$ cat config.mk
export PLATFORM = sky130hd
export DESIGN_NAME = seq_comparator
export DESIGN_NICKNAME = d
export VERILOG_FILES = /design/src/rtl/seq_comparator_pkg.sv /design/src/rtl/seq_comparator_chunk_cmp.sv /design/src/rtl/seq_comparator.sv
export SDC_FILE = /design/constraint.sdc
export NUM_CORES = 1
export LEC_CHECK = 0
export CORE_ASPECT_RATIO = 0.9
export CORE_MARGIN = 4
export CORE_UTILIZATION = 50
export CTS_CLUSTER_SIZE = 10
export DETAILED_ROUTE_END_ITERATION = 10
export HOLD_SLACK_MARGIN = 0.05
export PLACE_DENSITY = 0.85
export RECOVER_POWER = 25
export SYNTH_ARGS = -nofsm -noshare
export SYNTH_HDL_FRONTEND = slang
export SYNTH_HIERARCHICAL = 1
export SYNTH_SLANG_ARGS = --single-unit
$ cat constraint.sdc
create_clock -name clk -period 5.9 [get_ports clk]
set_clock_uncertainty 0.15 [all_clocks]
set_input_delay 1.18 -clock clk [delete_from_list [all_inputs] [get_ports clk]]
set_output_delay 1.18 -clock clk [all_outputs]
set_load 0.02 [all_outputs]
$ cat src/rtl/seq_comparator_pkg.sv
// Shared constants and types for the sequential magnitude comparator.
package seq_comparator_pkg;

    localparam logic [0:0] IDLE = 1'b0;
    localparam logic [0:0] CMP  = 1'b1;

    localparam logic MODE_UNSIGNED = 1'b0;
    localparam logic MODE_SIGNED   = 1'b1;

    typedef struct packed {
        logic eq;
        logic gt;
        logic lt;
    } cmp_result_t;

endpackage

$ cat src/rtl/seq_comparator_chunk_cmp.sv
// Combinational magnitude comparator for one CHUNK-bit slice of the operands.
import seq_comparator_pkg::*;

module chunk_cmp #(
    parameter int CHUNK = 2
) (
    input  logic [CHUNK-1:0] a,
    input  logic [CHUNK-1:0] b,
    output logic             ceq,
    output logic             cgt,
    output logic             clt
);

    logic [CHUNK-1:0] bitEq;
    logic [CHUNK-1:0] bitGt;
    logic [CHUNK-1:0] bitLt;

    // One 1-bit comparator per bit position
    for (genvar i = 0; i < CHUNK; i++) begin : gBit
        assign bitEq[i] = ~(a[i] ^ b[i]);
        assign bitGt[i] = a[i] & ~b[i];
        assign bitLt[i] = ~a[i] & b[i];
    end

    assign ceq = &bitEq;

    // Priority chain: scanning upward lets the most significant differing bit decide last
    always_comb begin
        cgt = 1'b0;
        clt = 1'b0;
        for (int i = 0; i < CHUNK; i++) begin
            if (!bitEq[i]) begin
                cgt = bitGt[i];
                clt = bitLt[i];
            end
        end
    end

endmodule

$ cat src/rtl/seq_comparator.sv
// Multi-cycle magnitude comparator: walks the operands CHUNK bits per clock
// from the MSB chunk down and stops at the first differing chunk.
import seq_comparator_pkg::*;

module seq_comparator #(
    parameter int WIDTH = 8,
    parameter int CHUNK = 2
) (
    input  logic             clk,
    input  logic             rst,
    input  logic             start,
    input  logic             signed_mode,
    input  logic [WIDTH-1:0] A,
    input  logic [WIDTH-1:0] B,
    output logic             busy,
    output logic             done,
    output logic             eq,
    output logic             gt,
    output logic             lt
);

    localparam int NCHUNK = WIDTH / CHUNK;
    localparam int IDXW   = (NCHUNK > 1) ? $clog2(NCHUNK) : 1;
    localparam logic [IDXW-1:0] LAST_IDX = IDXW'(NCHUNK - 1);

    logic [0:0]       state_q, state_d;
    logic [IDXW-1:0]  idx_q, idx_d;
    logic [WIDTH-1:0] a_q, a_d;
    logic [WIDTH-1:0] b_q, b_d;
    logic             smode_q, smode_d;
    logic             busy_q, busy_d;
    logic             done_q, done_d;
    cmp_result_t      res_q, res_d;

    logic [WIDTH-1:0] signFlip;
    logic [WIDTH-1:0] aAdj;
    logic [WIDTH-1:0] bAdj;
    logic [WIDTH-1:0] aShift;
    logic [WIDTH-1:0] bShift;
    logic [31:0]      bitBase;
    logic [CHUNK-1:0] aChunk;
    logic [CHUNK-1:0] bChunk;
    logic             ceq;
    logic             cgt;
    logic             clt;

    // Offset-binary trick: flipping the sign bit of both operands makes
    // two's-complement ordering match plain unsigned ordering
    assign signFlip = WIDTH'(smode_q) << (WIDTH - 1);
    assign aAdj     = a_q ^ signFlip;
    assign bAdj     = b_q ^ signFlip;

    assign bitBase  = 32'(idx_q) * CHUNK;
    assign aShift   = aAdj >> bitBase;
    assign bShift   = bAdj >> bitBase;
    assign aChunk   = aShift[CHUNK-1:0];
    assign bChunk   = bShift[CHUNK-1:0];

    chunk_cmp #(
        .CHUNK (CHUNK)
    ) uChunkCmp (
        .a   (aChunk),
        .b   (bChunk),
        .ceq (ceq),
        .cgt (cgt),
        .clt (clt)
    );

    // Next-state logic: accept a request in IDLE, step through chunks in CMP
    always_comb begin
        state_d = state_q;
        idx_d   = idx_q;
        a_d     = a_q;
        b_d     = b_q;
        smode_d = smode_q;
        busy_d  = busy_q;
        done_d  = 1'b0;
        res_d   = res_q;
        case (state_q)
            IDLE: begin
                if (start) begin
                    a_d     = A;
                    b_d     = B;
                    smode_d = signed_mode;
                    idx_d   = LAST_IDX;
                    busy_d  = 1'b1;
                    state_d = CMP;
                end
            end
            CMP: begin
                if (!ceq) begin
                    res_d   = '{eq: 1'b0, gt: cgt, lt: clt};
                    done_d  = 1'b1;
                    busy_d  = 1'b0;
                    state_d = IDLE;
                end else if (idx_q == '0) begin
                    res_d   = '{eq: 1'b1, gt: 1'b0, lt: 1'b0};
                    done_d  = 1'b1;
                    busy_d  = 1'b0;
                    state_d = IDLE;
                end else begin
                    idx_d = idx_q - IDXW'(1);
                end
            end
            default: begin
                state_d = IDLE;
            end
        endcase
    end

    // State and output registers; reset aborts any comparison in flight
    always_ff @(posedge clk or posedge rst) begin
        if (rst) begin
            state_q <= IDLE;
            idx_q   <= '0;
            a_q     <= '0;
            b_q     <= '0;
            smode_q <= MODE_UNSIGNED;
            busy_q  <= 1'b0;
            done_q  <= 1'b0;
            res_q   <= '0;
        end else begin
            state_q <= state_d;
            idx_q   <= idx_d;
            a_q     <= a_d;
            b_q     <= b_d;
            smode_q <= smode_d;
            busy_q  <= busy_d;
            done_q  <= done_d;
            res_q   <= res_d;
        end
    end

    assign busy = busy_q;
    assign done = done_q;
    assign eq   = res_q.eq;
    assign gt   = res_q.gt;
    assign lt   = res_q.lt;

endmodule
== Word level (Yosys, flattened, before mapping) ==
Index checks and enable logic that the tools add are counted.
Storage, ports and cells
  bits in registers: 25
  output and inout port bits: 5
  bits of input ports: 20
  logic and storage cells: 60
Cells by class
  $add $sub $neg: 1
  reductions and logical operators: 6
  multiplexer cells: 21
  equal/unequal tests: 5
  shift-type cells: 2
  bitwise operators: 15
Operator list (count)
  $shr A8 B3 Y2: 2
  $xor A8 B8 Y8: 2
  $mux W1: 13
  $reduce_and A2 Y1: 4
  $not A1 Y1: 7
  $mux W2: 3
  $mux W3: 2
  $and A1 B1 Y1: 4
  $ne A2 B1 Y1 const B: 2
  $ne A2 B2 Y1 const B: 2
  $pmux W1 S2: 2
  $pmux W2 S2: 1
  $ne A3 B2 Y1 const B: 1
  $reduce_and A3 Y1: 1
  $logic_not A2 Y1: 1
  $sub A2 B1 Y2 const B: 1
  $xor A1 B1 Y1: 2

== Depth between registers and ports, before layout ==
Gate-level depths: netlist of run 1.
  depth after elaboration: 7
  mapped depth: 8
  gate-level depth less buffers: 8

== Hierarchy ==
The synthesis of run 1 kept the hierarchy.
Modules (own cells, without submodules)
  seq_comparator: area each 1163.6 sq um, cells each 75, sequential area each 625.6 sq um, times used 1
  chunk_cmp: area each 95.1 sq um, cells each 11, sequential area each 0.0 sq um, times used 1

== Worst setup path before layout of run 1 ==
OpenSTA, ideal clock, no wires.
  kind: register to register
  from: register smode_q
  to: register res_q, in the netlist gt
  arrival: 1943 ps
  setup time: 121 ps
  data required time: 5629 ps
  cell stages (with the launch flop): 9
  period minus slack after synthesis: 2214 ps
  path slack: 3686 ps
  path buffers: 0
  path through: dfrtp_1 xor2_1 mux4_2 inv_1 ha_1 and2_2 inv_1 o21ai_0 a22o_1
Between the ends
  longest elaborated chain between the ends: 7
  elaborated cells between the ends (all ways): 13
  those cells by class: eq/ne: 1; shift: 2; mux: 2; bitwise: 6; reduce/logical: 2
Ends and longest elaborated chain
  start, declared: line seq_comparator.sv:30  | logic smode_q, smode_d;
  start signal, assigned: line seq_comparator.sv:127  | smode_q <= smode_d;
  $xor A8 B8 Y8 *: line seq_comparator.sv:50  | assign aAdj = a_q ^ signFlip;
  $shr A8 B3 Y2 *: line seq_comparator.sv:54  | assign aShift = aAdj >> bitBase;
  via aShift[1]: line seq_comparator.sv:38  | logic [WIDTH-1:0] aShift;
  $xor A1 B1 Y1 *: line seq_comparator_chunk_cmp.sv:20  | assign bitEq[i] = ~(a[i] ^ b[i]);
  $not A1 Y1 *: line seq_comparator_chunk_cmp.sv:20
  $reduce_and A2 Y1 *: line seq_comparator_chunk_cmp.sv:25  | assign ceq = &bitEq;
  via ceq: line seq_comparator.sv:43  | logic ceq;
  $ne A2 B1 Y1 (no line)
  $reduce_and A2 Y1 (no line)
  end signal, assigned: line seq_comparator.sv:130  | res_q <= res_d;
  end, declared: line seq_comparator.sv:33  | cmp_result_t res_q, res_d;
The timed path passes the listed nets; every way through them passes the cells marked *.
A chain may end at the register's enable or synchronous reset.

== Final worst setup path of run 1 ==
  from: register busy_q, in the netlist busy
  to: output port busy
RTL lines
  start, declared: line seq_comparator.sv:31  | logic busy_q, busy_d;
  start signal, assigned: line seq_comparator.sv:128  | busy_q <= busy_d;
  end, declared: line seq_comparator.sv:15  | output logic busy,
No word-level cell between the ends.

==> out/results.tsv, run 1 <==
metric	value	unit
outcome	complete, no violations	
Core Rows	16	
Mapped Cells	86	
placed cell count	135	
Tmin final	2.64	ns
post-synth top area share	0.497	
Max Fclk	379	MHz
Inserted Clock Buffers	3	
switching power	283	µW
slew at the pin closest to its max-slew limit	0.951	ns
post-CTS sizing	0	
sw frac	0.346	
Clk network pwr share	0.093	
n_diodes	0	
setup ws final	3.26	ns
Internal	535	µW
RD Place Congestion	0.721	
Hold Path Depth	2	
post-route cell area	1540	µm²
area leader, netlist	dfrtp_1	
Top Family by Delay on Critical Path	buffers and inverters	
antenna violations before repair	0	
P&R area growth vs syn	22.2	%
Setup crit start kind	flop	
main combinational cell family by area after synthesis	multiplexers	
total core area	2280	µm²
min-delay src	eq$_DFFE_PP0P_	
global-route usage over all layers	0.143	
CP Class	reg -> out	
largest registers	a_q (8), b_q (8), idx_q (2)	
CP bufs+invs	1	
DRT Wirelength	2050	µm
share of layout cells above drive strength 1	0.259	
final hold violations	0	
Vias per Instance	5.19	
Area contributors post-synth	dfrtp_1 50%, mux2_4 20%, mux4_2 7.2%, ha_1 6.0%, inv_1 3.0%	
Sink Count	25	
max incr delay on CP	0.61	ns
Clock Latency Late Sink	0.31	ns
Synth Area in XOR/XNOR	0.0139	
Max-cap violations	0	
ANT nets after route	0	
Yosys cell types	20	
mapped cell area	1260	µm²
R2R Path End	lt$_DFFE_PP0P_	
Crit Path Max Fanout	3	
vias after detailed routing	722	
max-slew violations	0	
PwrDens	532	nW/µm²
largest net degree at the start of global routing	26	
YS warnings	6	
cells along the critical path	clkdlybuf4s50_1	
die footprint	3390	µm²
adder-cell share of the synthesized area	0.0596	
# IOs	25	
grt total ovfl	0	
Detailed Route Iter0 Violations	19	
r2r setup slk	3.44	ns
placed cell area	1510	µm²
mux contribution to synthesized area	0.292	
Mapped Nets	112	
# H-tree levels	1	
pre-CTS setup slack	3.16	ns
Die X	60.9	µm
WL/cell	14.8	µm
Critical Path AT	1.31	ns
DP HPWL	1540	µm
Seq pwr share	0.376	
CP required	4.57	ns
period utilization	0.447	
post-synthesis simple-gate area fraction	0.0447	
DR DRC count	0	
first-pass GRT wire length	3620	µm
RSZ-0062 raised after global routing	false	
Final setup viols	0	
clk slew on worst S/H paths	0.13	ns
Synth Area in Compound Gates	0.0408	
number of I/O port buffers	24	
CP Capture Type	output pin	
Reg2Reg Depth	6	
Die H	55.6	µm
flops & latches, synth	25	
Pwr Total	818	µW
r2r startpoint	idx_q[0]$_DFFE_PP0P_	
# nets final	139	
Pre-antenna DRT Iters	5	
CTS tree	built	
Setup TNS Final	0	ns
Worst Hold End	eq$_DFFE_PP0P_	
root buffer cell	clkbuf_4	
postcts setup bufs	0	
Initial Utilization	0.552	
sequential area share after synthesis	0.497	
Post-Layout Cell Count	139	
Worst Hold Class	reg -> reg	
commonest non-fill, non-tap cells in the layout	25 x dfrtp_1, 23 x clkdlybuf4s50_1, 17 x mux2_4, 10 x inv_1, 6 x ha_1	
Avg Cell Area, Syn	14.6	µm²
slowest CP cell	clkdlybuf4s50_1	
most common cell after layout, fill and taps aside	dfrtp_1	
maximum clock insertion buffer count	2	
P_leak	0.730	nW
Peak VDD IR	0.336	mV
combinational share of power	0.531	
slew margin rel.	0.365	
vias in the first global route	828	
cts hold-fix bufs	0	
## cell usage after synthesis
cell and count:
nor3_1 2, and3b_1 1, nor2b_2 1, dfrtp_1 25, mux2_4 17, ha_1 6
inv_1 10, nand3b_1 1, nor2b_1 1, a31o_2 1, mux4_2 4, a22o_1 2
a21oi_1 3, nor2_1 2, mux2_2 2, and2_2 1, buf_6 2, buf_2 1
o21ai_0 2, xor2_1 2
## worst max path at each step
stage	start	slack [ns]	end	cells after the start
after global placement	start	3.20	a_q[5]$_DFFE_PP0P_	4
after detailed placement	start	3.16	a_q[3]$_DFFE_PP0P_	4
after floorplan	smode_q$_DFFE_PP0P_	3.69	gt$_DFFE_PP0P_	8
after CTS	busy$_DFFE_PP0P_	3.24	busy	1
final	busy$_DFFE_PP0P_	3.26	busy	1
after global routing	gt$_DFFE_PP0P_	3.21	gt	1
## worst reg2reg max path, stage by stage (launching register included)
cell and delay (ns):
dfrtp_1 0.54, mux4_2 0.57, ha_1 0.34, and2_0 0.26, inv_1 0.06, o21ai_0 0.29
a22o_1 0.20
## layer usage
metal	GRT usage	wire length (µm)
met1	0.185	955
met2	0.221	974
met3	0.0371	92
met4	0.0650	31
met5	0	0
## power by group through the flow
stage                     registers, mW  clock network [mW]  logic (mW)
after floorplan                   0.305                   0       0.351
after global placement            0.310                   0       0.424
after detailed placement          0.314                   0       0.441
after CTS                         0.310              0.0785       0.445
after global routing              0.319              0.0835       0.486
final                             0.308              0.0763       0.434
## cells by family (layout without fill, tap and decap cells)
kind of cell,Yosys count,count (layout)
XOR/XNOR,2,2
AO/OA/AOI/OAI,8,8
multiplexers,23,23
AND/OR/NAND/NOR,9,9
flip-flops,25,25
buffers and inverters,13,39
adder cells (fa/ha/maj),6,6
## cell type report
cell class / instances / area, µm²
Timing Repair Buffer: 25 / 248
Fill cell: 185 / 744
Clock buffer: 4 / 26.3
Multi-Input combinational cell: 48 / 567
Inverter: 10 / 37.5
Sequential cell: 25 / 626
Tap cell: 27 / 33.8
## per-stage QoR
step	util	hold WS (ns)
floorplan	-	0.326
global placement	0.663	0.331
detailed placement	0.663	0.333
CTS	0.674	0.365
global route	0.674	0.396
finish	0.674	0.357
No activity file was read; power rests on OpenSTA's default activity.
==> run 2, diff against run 1 <==
==> constraint.sdc (replaced) <==
create_clock -name clk -period 2.6 [get_ports clk]
set_clock_uncertainty 0.15 [all_clocks]
set_input_delay 0.52 -clock clk [delete_from_list [all_inputs] [get_ports clk]]
set_output_delay 0.52 -clock clk [all_outputs]
set_load 0.02 [all_outputs]
==> run 2 against run 1 <==
Critical endpoint is now idx_q[0]$_DFFE_PP0P_. Final area grew 0.33%. Total power grew 130%. Utilization grew 0.22 points. Critical path type is now reg -> reg. Sequential cell count is the same. Highest routed layer unchanged. Sequential power grew 130%. Largest cell class unchanged. Final cell count grew 0.72%.
==> out/results.tsv, run 2 (synthesis results as in run 1) <==
metric	value	unit	change
Max-cap violations	0		unchanged
Worst Hold Class	reg -> reg		unchanged
maximum clock insertion buffer count	2		unchanged
max incr delay on CP	0.56	ns	was 0.61 ns
max-slew violations	0		unchanged
DR DRC count	0		unchanged
post-CTS sizing	0		unchanged
Crit Path Max Fanout	7		was 3
Clk network pwr share	0.090		was 0.093
PwrDens	1210	nW/µm²	was 532 nW/µm²
CP required	2.65	ns	was 4.57 ns
Pre-antenna DRT Iters	3		was 5
root buffer cell	clkbuf_4		unchanged
outcome	complete, no violations		unchanged
r2r setup slk	0.26	ns	was 3.44 ns
Max Fclk	428	MHz	
vias after detailed routing	736		was 722
Setup TNS Final	0	ns	unchanged
CTS tree	built		unchanged
Initial Utilization	0.552		unchanged
number of I/O port buffers	24		unchanged
# H-tree levels	1		unchanged
RSZ-0062 raised after global routing	false		unchanged
Hold Path Depth	1		was 2
Die X	60.9	µm	unchanged
Met2 Wirelength	988	µm	was 974 µm
cells along the critical path	mux4_2 -> ha_1 -> and2_2 -> and3b_1 -> nor3_1 -> a21oi_1		was clkdlybuf4s50_1
die footprint	3390	µm²	unchanged
share of layout cells above drive strength 1	0.265		was 0.259
clk slew on worst S/H paths	0.12	ns	was 0.13 ns
fin util	0.676		was 0.674
Detailed Route Iter0 Violations	4		was 19
commonest non-fill, non-tap cells in the layout	25 x dfrtp_1, 23 x clkdlybuf4s50_1, 17 x mux2_4, 10 x inv_1, 6 x ha_1		unchanged
slew at the pin closest to its max-slew limit	1.30	ns	was 0.951 ns
period utilization	0.899		
highest metal used	met4		unchanged
Final setup viols	0		unchanged
ANT nets after route	0		unchanged
most common cell after layout, fill and taps aside	dfrtp_1		unchanged
CP Capture Type	flop		was output pin
n_diodes	0		unchanged
total core area	2280	µm²	unchanged
Reg2Reg Depth	6		unchanged
antenna violations before repair	0		unchanged
combinational share of power	0.534		was 0.531
RD Place Congestion	0.741		was 0.721
routed length on met3	106	µm	was 92 µm
largest net degree at the start of global routing	26		unchanged
largest registers	a_q (8), b_q (8), idx_q (2)		unchanged
P_leak	0.733	nW	was 0.730 nW
cts hold-fix bufs	0		unchanged
vias in the first global route	797		was 828
sw frac	0.344		was 0.346
Met1 Wirelength	908	µm	was 955 µm
postcts setup bufs	0		unchanged
P&R area growth vs syn	22.6	%	was 22.2%
WL/cell	14.7	µm	was 14.8 µm
# nets final	140		was 139
switching power	643	µW	was 283 µW
Sink Count	25		unchanged
# IOs	25		unchanged
slowest CP cell	mux4_2		was clkdlybuf4s50_1
CP Class	reg -> reg		was reg -> out
Tmin final	2.34	ns	
Die H	55.6	µm	unchanged
first-pass GRT wire length	3600	µm	was 3620 µm
Internal	1.23	mW	was 535 µW
final hold violations	0		unchanged
Inserted Clock Buffers	3		unchanged
Clock Latency Late Sink	0.31	ns	about the same
Vias per Instance	5.26		was 5.19
Critical Path AT	2.38	ns	was 1.31 ns
Peak VDD IR	0.645	mV	was 0.336 mV
Setup crit start kind	flop		unchanged
Seq pwr share	0.376		about the same
global-route usage over all layers	0.141		was 0.143
Core Rows	16		unchanged
DRT Wirelength	2060	µm	was 2050 µm
grt total ovfl	0		unchanged
slew margin rel.	0.134		was 0.365
run 2: cell count changes in the layout (fill, tap and decap cells not counted), sizes merged:
cell,change
clkbuf,+1
run 2: worst paths after layout:
path,startpoint,to
setup / recovery,idx_q[0]$_DFFE_PP0P_,idx_q[0]$_DFFE_PP0P_
hold / removal,lt$_DFFE_PP0P_,lt$_DFFE_PP0P_
setup reg to reg,idx_q[0]$_DFFE_PP0P_,idx_q[0]$_DFFE_PP0P_
hold reg to reg,lt$_DFFE_PP0P_,lt$_DFFE_PP0P_
max in group asynchronous,rst,lt$_DFFE_PP0P_
min in group asynchronous,rst,b_q[7]$_DFFE_PP0P_
run 2: power by group through the flow:
stage,combinational (mW),clock [mW],sequential (mW)
after floorplan,0.797,0,0.693
after global placement,0.962,0,0.708
after detailed placement,1.01,0,0.713
after CTS,1.02,0.175,0.706
after global routing,1.10,0.184,0.735
final,0.998,0.167,0.704
run 2: worst max-delay path: cells and delay by family, from the launching register on:
kind                       cells  cell delay (ns)
AOI/OAI and AO/OA              1             0.06
adders and majority gates      1             0.33
DFF                            1             0.54
muxes                          1             0.56
and+or+nand+nor                3             0.59
run 2: cell type report:
class                           instances  area, µm²
Clock buffer                            4       26.3
Fill cell                             169        739
Inverter                               10       37.5
Multi-Input combinational cell         48        568
Sequential cell                        25        626
Tap cell                               27       33.8
Timing Repair Buffer                   26        251
run 2: layer usage:
layer	GRT usage	vias to the layer above
li1	-	355
met1	0.174	352
met2	0.224	22
met3	0.0348	7
met4	0.0712	0
met5	0	-
run 2: per-stage QoR:
step / area, µm² / instances / setup WS (ns) / hold slack (ns) / total power [mW]
floorplan: 1260 / 86 / 0.386 / 0.326 / 1.49
global placement: 1520 / 136 / 0.314 / 0.335 / 1.67
detailed placement: 1520 / 136 / 0.260 / 0.345 / 1.72
CTS: 1550 / 140 / 0.234 / 0.382 / 1.90
global route: 1540 / 140 / 0.108 / 0.393 / 2.02
finish: 1540 / 140 / 0.262 / 0.375 / 1.87
